### src/rtl/count_event_monitor.sv
// Watches a counter's cout bus and logs WRAP/JUMP/EN_VIOL events into a FWFT FIFO (timestamps: CNT_MON_TS_EN).
// Events are written at the detecting edge; evt_valid/evt_ready drain, drops when full set sticky overflow.
module count_event_monitor #(
  parameter int DATA_W     = 8,
  parameter int FIFO_DEPTH = 4,
  parameter int TS_W       = 12
) (
  input  logic              clk,
  input  logic              reset,
  input  logic [DATA_W-1:0] cout,
  input  logic              enable,
  input  logic              arm,
  input  logic              clr,
  output logic              evt_valid,
  input  logic              evt_ready,
  output logic [1:0]        evt_type,
  output logic [DATA_W-1:0] evt_value,
  output logic [TS_W-1:0]   evt_ts,
  output logic [7:0]        wrap_count,
  output logic              overflow
);

  localparam int AW = $clog2(FIFO_DEPTH);
  localparam logic [1:0] EVT_JUMP = 2'b01;
  localparam logic [1:0] EVT_WRAP = 2'b10;
  localparam logic [1:0] EVT_VIOL = 2'b11;
`ifdef CNT_MON_TS_EN
  localparam int EW = 2 + DATA_W + TS_W;
`else
  localparam int EW = 2 + DATA_W;
`endif

  logic [DATA_W-1:0] prev_q;
  logic              prev_vld_q;
  logic              en_q;
  logic [EW-1:0]     mem_q [FIFO_DEPTH];
  logic [EW-1:0]     last_q;
  logic [AW-1:0]     wr_ptr_q, rd_ptr_q;
  logic [AW:0]       cnt_q, cnt_d;
  logic [7:0]        wrap_cnt_q;
  logic              ovf_q;

  logic              evt_det;
  logic [1:0]        evt_kind;
  logic [DATA_W-1:0] prev_inc;
  logic              fifo_empty, fifo_full;
  logic              push_req, push, pop, drop;
  logic [EW-1:0]     wr_entry, head, out_entry;

`ifdef CNT_MON_TS_EN
  logic [TS_W-1:0] ts_q;

  always_ff @(posedge clk or negedge reset) begin
    if (!reset) ts_q <= '0;
    else        ts_q <= ts_q + TS_W'(1);
  end

  assign wr_entry = {evt_kind, cout, ts_q};
`else
  assign wr_entry = {evt_kind, cout};
`endif

  assign prev_inc = prev_q + DATA_W'(1);

  // WRAP is checked before the +1 test because FF->00 is also prev+1 modulo 2^DATA_W.
  always_comb begin
    evt_det  = 1'b0;
    evt_kind = EVT_JUMP;
    if (arm && prev_vld_q && (cout != prev_q)) begin
      if ((prev_q == '1) && (cout == '0)) begin
        evt_det  = 1'b1;
        evt_kind = EVT_WRAP;
      end else if (cout == prev_inc) begin
        evt_det  = !en_q;
        evt_kind = EVT_VIOL;
      end else begin
        evt_det  = 1'b1;
        evt_kind = EVT_JUMP;
      end
    end
  end

  assign fifo_empty = (cnt_q == '0);
  assign fifo_full  = (cnt_q == (AW+1)'(FIFO_DEPTH));
  assign push_req   = evt_det && !clr;
  assign pop        = !fifo_empty && evt_ready && !clr;
  assign push       = push_req && (!fifo_full || pop);
  assign drop       = push_req && fifo_full && !pop;

  always_comb begin
    cnt_d = cnt_q;
    case ({push, pop})
      2'b10:   cnt_d = cnt_q + (AW+1)'(1);
      2'b01:   cnt_d = cnt_q - (AW+1)'(1);
      default: cnt_d = cnt_q;
    endcase
  end

  always_ff @(posedge clk or negedge reset) begin
    if (!reset) begin
      prev_q     <= '0;
      prev_vld_q <= 1'b0;
      en_q       <= 1'b0;
      wr_ptr_q   <= '0;
      rd_ptr_q   <= '0;
      cnt_q      <= '0;
      last_q     <= '0;
      wrap_cnt_q <= '0;
      ovf_q      <= 1'b0;
      for (int i = 0; i < FIFO_DEPTH; i++) mem_q[i] <= '0;
    end else begin
      prev_q     <= cout;
      prev_vld_q <= arm;
      en_q       <= enable;
      if (clr) begin
        wr_ptr_q   <= '0;
        rd_ptr_q   <= '0;
        cnt_q      <= '0;
        wrap_cnt_q <= '0;
        ovf_q      <= 1'b0;
      end else begin
        if (push) begin
          mem_q[wr_ptr_q] <= wr_entry;
          wr_ptr_q        <= wr_ptr_q + AW'(1);
        end
        if (pop) begin
          rd_ptr_q <= rd_ptr_q + AW'(1);
          last_q   <= head;
        end
        cnt_q <= cnt_d;
        if (drop) ovf_q <= 1'b1;
        // Dropped wraps still count.
        if (evt_det && (evt_kind == EVT_WRAP) && (wrap_cnt_q != 8'hFF))
          wrap_cnt_q <= wrap_cnt_q + 8'd1;
      end
    end
  end

  assign head      = mem_q[rd_ptr_q];
  assign out_entry = fifo_empty ? last_q : head;

  assign evt_valid  = !fifo_empty;
  assign evt_type   = out_entry[EW-1 -: 2];
  assign evt_value  = out_entry[EW-3 -: DATA_W];
  assign wrap_count = wrap_cnt_q;
  assign overflow   = ovf_q;
`ifdef CNT_MON_TS_EN
  assign evt_ts = out_entry[TS_W-1:0];
`else
  assign evt_ts = '0;
`endif

endmodule

### config.mk
export PLATFORM = sky130hd
export DESIGN_NAME = count_event_monitor
export DESIGN_NICKNAME = d
export VERILOG_FILES = /design/src/rtl/count_event_monitor.sv
export SDC_FILE = /design/constraint.sdc
export NUM_CORES = 1
export LEC_CHECK = 0
export BUFFER_PORTS_ARGS = -buffer_cell sky130_fd_sc_hd__buf_2
export CELL_PAD_IN_SITES_DETAIL_PLACEMENT = 2
export CELL_PAD_IN_SITES_GLOBAL_PLACEMENT = 2
export CORE_ASPECT_RATIO = 0.7
export CORE_UTILIZATION = 42
export DETAILED_ROUTE_END_ITERATION = 10
export PLACE_DENSITY_LB_ADDON = 0.1
export SYNTH_ARGS = -nofsm -noshare
export SYNTH_HDL_FRONTEND = slang
export SYNTH_SLANG_ARGS = --single-unit
### constraint.sdc
create_clock -name clk -period 5.08 [get_ports clk]
set_clock_uncertainty 0.1 [all_clocks]
set_input_delay 0.254 -clock clk [delete_from_list [all_inputs] [get_ports clk]]
set_output_delay 0.254 -clock clk [all_outputs]
set_load 0.005 [all_outputs]
# Yosys cells after proc, flatten, opt, wreduce, memory -nomap -nowiden
# Index checks and enable logic that the tools add are counted.
# totals
elab_cells	83
in_bits	14
reg_bits	76
out_inout_bits	32
# classes
n_bitwise	3
n_reduce_logical	27
addsub	6
eq_ne	8
magnitude_cmp	3
n_mux	23
# op_table
cell	count
$bwmux W40	1
$mux W10	4
$bmux W10 S2	1
$demux W10 S2	1
$add A8 B1 Y8 const B	2
$mux W8	2
$mux W2	7
$logic_and A1 B1 Y1	12
$eq A8 B8 Y1	1
$eq A8 B8 Y1 const B	1
$logic_not A8 Y1	1
$ne A8 B8 Y1	1
$ne A8 B8 Y1 const B	1
$reduce_bool A2 Y1	4
$ge A3 B3 Y1 const B	2
$not A2 Y3	2
$pmux W3 S2	1
$logic_not A1 Y1	5
$mux W1	5
$add A2 B1 Y2 const B	2
$eq A2 B2 Y1 const B	2
$reduce_and A2 Y1	2
$add A3 B1 Y3 const B	1
$eq A3 B3 Y1 const B	1
8 further kinds	8

# Depth between registers and ports, before layout
# logic_depth
word_depth	10
mapped_depth	12
ltp_nobuf	11

# Worst setup path after synthesis
# OpenSTA, ideal clock, no wires.
# synth_path
kind	register to register
start	register prev_q[2]
end	register cnt_q[1]
t_arrival_ps	2692
setup_slack_ps	2152
stages_incl_launch_ff	12
setup_time_ps	137
synth_period_minus_slack_ps	2928
required_ps	4843
path_buffers	1
path_cell_list	dfrtp_1 -> nand3_1 -> or3_1 -> a2111oi_2 -> nand4bb_1 -> buf_4 -> o21ai_2 -> and2_1 -> fa_1 -> nand2_1 -> a2bb2oi_1 -> o211ai_1
# synth_via
elab_chain_len	10
elab_cells_between_ends	16
cone_classes	add/sub: 1; eq/ne: 5; mux: 5; reduce/logical: 5
# synth_rtl
element	line	text
start, declared	33	logic [DATA_W-1:0] prev_q;
start signal, assigned	112	prev_q <= cout;
$add A8 B1 Y8	63	assign prev_inc = prev_q + DATA_W'(1);
$eq A8 B8 Y1	73	end else if (cout == prev_inc) begin
$mux W1	73	
$mux W1	70	if ((prev_q == '1) && (cout == '0)) begin
$mux W1 (*)	69	if (arm && prev_vld_q && (cout != prev_q)) begin
$logic_and A1 B1 Y1 (*)	85	assign push_req = evt_det && !clr;
$logic_and A1 B1 Y1 (*)	87	assign push = push_req && (!fifo_full || pop);
$eq A2 B1 Y1 or $eq A2 B2 Y1 (tied branches)	92	case ({push, pop})
$pmux W3 S2	92	
$mux W3	115	if (clr) begin
end signal, assigned	130	cnt_q <= cnt_d;
end, declared	39	logic [AW:0] cnt_q, cnt_d;
# Mark *: on every way between the ends. The rest lies on a longest branch, timed or not.
# A chain may end at the register's enable or synchronous reset.

# Worst setup path after layout
# Ends and elaborated chain as after synthesis.

==> impl_metrics.yaml <==
logic_synthesis:
  synth_top_family_by_area: "multiplexers"
  ys_ff_latch: 76
  synth_area_leaders: "sky130_fd_sc_hd__dfrtp_1, sky130_fd_sc_hd__mux2_2, sky130_fd_sc_hd__mux4_2, sky130_fd_sc_hd__nand2_1, sky130_fd_sc_hd__xnor2_1"
  synth_async_sr_flop_share_pct: 100
  synthDominantAreaCellType: "sky130_fd_sc_hd__dfrtp_1"
  synthMuxAreaShare_pct: 18.4
  synth_area_in_compound_gates_pct: 6.36
  synth_top_area_share_pct: 48.8
  postSynthAreaPerCell_um2: 11.8
  netlist-cell-type-count: 49
  synthSimpleGateAreaFrac_pct: 13.8
  yosysWarningCount: 0
  synth-adder-area-share_pct: 2.44
  yosysSeqAreaShare_pct: 48.8
  yosys_most_used_dff: "sky130_fd_sc_hd__dfrtp_1"
  synth.cells.most_frequent: "sky130_fd_sc_hd__dfrtp_1, sky130_fd_sc_hd__nand2_1, sky130_fd_sc_hd__mux2_2"
  synth_cells: 331
  xor_xnor_share_of_the_synthesized_area_pct: 5.07
  synth_edf_count: 0
  mappedNetlistArea_um2: 3900
  yosysMostFrequentCell: "sky130_fd_sc_hd__dfrtp_1"
route:
  drt_iter0_drc: 110
  dr.pass1.iters: 4
  route.detailed.drc: 0
  detail_route.wirelength_um: 10400
  routed_via_density: 5.58
  antenna_violating_nets_remaining: 0
  detailroute.via_count: 2716
  route.detailed.wl_per_inst_um: 21.4
global_route:
  antenna_found_initial: 0
  grt_first_pass_wirelength_um: 16600
  groute.usage.overall_pct: 23.9
  number_of_global_route_vias_before_repair: 3020
  grt_max_degree: 77
  globalRouteOverflowTotal: 0
placement:
  post_dp_cell_area_um2: 4090
  placedCellCount: 470
  dp_hpwl_um: 6950
  place.port_buffers: 33
  place_congestion: 0.805
critical_path:
  start_kind: "flop"
  critPathCaptureType: "flop"
  worstSetupPathType: "reg2reg"
  arrival_ns: 3.80
  regToRegSetupSlack_ns: 1.38
  rr_endpoint: "cnt_q[1]$_DFFE_PN0P_"
  worst-path-max-fanout: 9
  worst-r2r-cell-count: 10
  rr_startpoint: "prev_q[2]$_DFF_PN0_"
  worst_ep_required_time_ns: 5.18
clock_network:
  clock-sinks: 76
  clock_path_buffers: 2
  tritoncts: "done"
  cts.repair.resized: 0
  worst_setup_hold_path_clk_slew_ns: 0.06
  cts_inserted_buffers: 9
  cts_htree_levels: 3
  worstSkewPairLatency_ns: 0.34
  clock_tree.root_cell: "sky130_fd_sc_hd__clkbuf_16"
final_layout:
  synthesis_to_layout_area_growth_pct: 12.3
  final_design_area_no_fill_um2: 4380
  ratio_of_cells_with_drive_above_1_in_the_final_layout_pct: 29.7
  layout_utilization_pct: 50.2
  nFillCells: 885
  layoutNonFillerInstCount: 487
  diodes: 0
  fin_nets: 384
floorplanning:
  ios: 46
  core.rowCount: 28
  die_w_um: 117
  dieHeight_um: 82.6
  die_area_um2: 9670
  floorplan.core_area_um2: 8720
  starting_density_of_the_core_pct: 44.7
power_and_ir_drop:
  power_frac_comb_pct: 17.9
  seq_power_share_pct: 45.8
  p_leak_nw: 2.02
  power.share.switching_pct: 27.5
  internal_power_mw: 1.18
  clock_power_share_pct: 36.3
  power.density_nw_per_um2: 372
  worst_ir_drop_vdd_mv: 0.203
  total_switching_power_mw: 0.448
timing:
  fin_hold_ws_ns: -0.0334
  max_slew.worst_pin.slew_ns: 0.970
  share_of_the_cycle_needed_by_the_critical_path_after_routing_pct: 72.9
  setup-violations-final: 0
  slew_viol_final: 0
  rsz0062_at_grt: "no"
  maxSlewHeadroom_pct: 35.3
  post-route-min-period_ns: 3.70
  finalSetupTns_ns: 0
  fmax_mhz: 270
  final_hold_viol_count: 33
outcome:
  failed_checks: "hold timing"
  status: "finished with violations"
worst_hold_path:
  hp-class: "in2async"
flow_run:
  cap_violations: 0
-- layout make-up --
cell class              count  area, µm²  area share, %
flip-flops and latches     76       1900           43.5
multi-input cells         235       1840           42.1
clock buffers              11        243           5.55
repair buffers             36        195           4.46
well taps                 120        150           3.43
clock inverters             4       26.3          0.601
inverters                   5       18.8          0.429
-- state kept, by name, summed over array words and instances, names as in the netlist --
signal,cells
cnt_q,3
en_q,1
last_q,10
mem_q,40
overflow,1
prev_q,8
prev_vld_q,1
rd_ptr_q,2
wr_ptr_q,2
wrap_count,8
-- layer usage --
layer,vias to the layer above,part of all wire [%],track usage (%)
li1,1214,-,-
met1,1446,49,31.8
met2,44,47,39.6
met3,12,3.1,4.74
met4,0,1.3,7.59
met5,-,0,0
-- layout by cell type, fill, tap and decap left out, drive strengths merged, types with 6 or more instances in the layout --
master	n
nor2	20
clkbuf	11
nand4	7
and3	6
o2111ai	7
mux4	10
dfrtp	76
xnor2	13
conb	12
mux2	42
o21ai	13
ha	6
xor2	7
buf	34
nand2	51
-- how the worst max path moves through the flow --
stage                        startpoint                    to  slack, ns  cells past startpoint
floorplan           prev_q[2]$_DFF_PN0_  cnt_q[1]$_DFFE_PN0P_       2.15                     11
global placement    prev_q[2]$_DFF_PN0_  cnt_q[1]$_DFFE_PN0P_       1.65                     10
detailed placement  prev_q[2]$_DFF_PN0_  cnt_q[1]$_DFFE_PN0P_       1.47                     10
CTS                 prev_q[2]$_DFF_PN0_  cnt_q[1]$_DFFE_PN0P_       1.40                     10
global route        prev_q[2]$_DFF_PN0_  cnt_q[1]$_DFFE_PN0P_       1.11                     10
finish              prev_q[2]$_DFF_PN0_  cnt_q[1]$_DFFE_PN0P_       1.38                     10
-- through the flow --
stage / power, mW / setup slack [ns]
after floorplan: 0.928 / 2.15
after global placement: 1.02 / 1.65
after detailed placement: 1.04 / 1.47
after CTS: 1.65 / 1.40
after global routing: 1.70 / 1.11
final: 1.63 / 1.38
-- power groups by stage --
stage | Combinational [mW] | Clock [mW] | Sequential [mW]
detailed placement | 0.290 | 0 | 0.753
CTS | 0.296 | 0.606 | 0.745
finish | 0.291 | 0.591 | 0.744
global placement | 0.275 | 0 | 0.745
floorplan | 0.199 | 0 | 0.729
global route | 0.320 | 0.630 | 0.755
-- worst max-delay path, cell delays in order (launching register included) --
cell and delay [ns]:
sky130_fd_sc_hd__dfrtp_1 0.49, sky130_fd_sc_hd__nand3_1 0.23, sky130_fd_sc_hd__or3_1 0.43, sky130_fd_sc_hd__a2111oi_2 0.36, sky130_fd_sc_hd__nand4bb_1 0.47, sky130_fd_sc_hd__o21ai_2 0.50, sky130_fd_sc_hd__and2_1 0.20, sky130_fd_sc_hd__fa_1 0.43
sky130_fd_sc_hd__nand2_1 0.09, sky130_fd_sc_hd__a2bb2oi_1 0.17, sky130_fd_sc_hd__o211ai_1 0.10
-- repair_timing --
item,in CTS,in global routing
hold buffers,2,0
setup buffers,0,0
hold endpoints to repair,2,0
-- kinds of logic after synthesis --
| kind of cell | count (synthesis) |
|---|---|
| AO/OA/AOI/OAI | 31 |
| XOR/XNOR | 21 |
| adder cells (fa/ha/maj) | 7 |
| buffers and inverters | 31 |
| flip-flops | 76 |
| multiplexers | 54 |
| other | 1 |
| AND/OR/NAND/NOR | 110 |
Power figures use the tool's default switching activity.
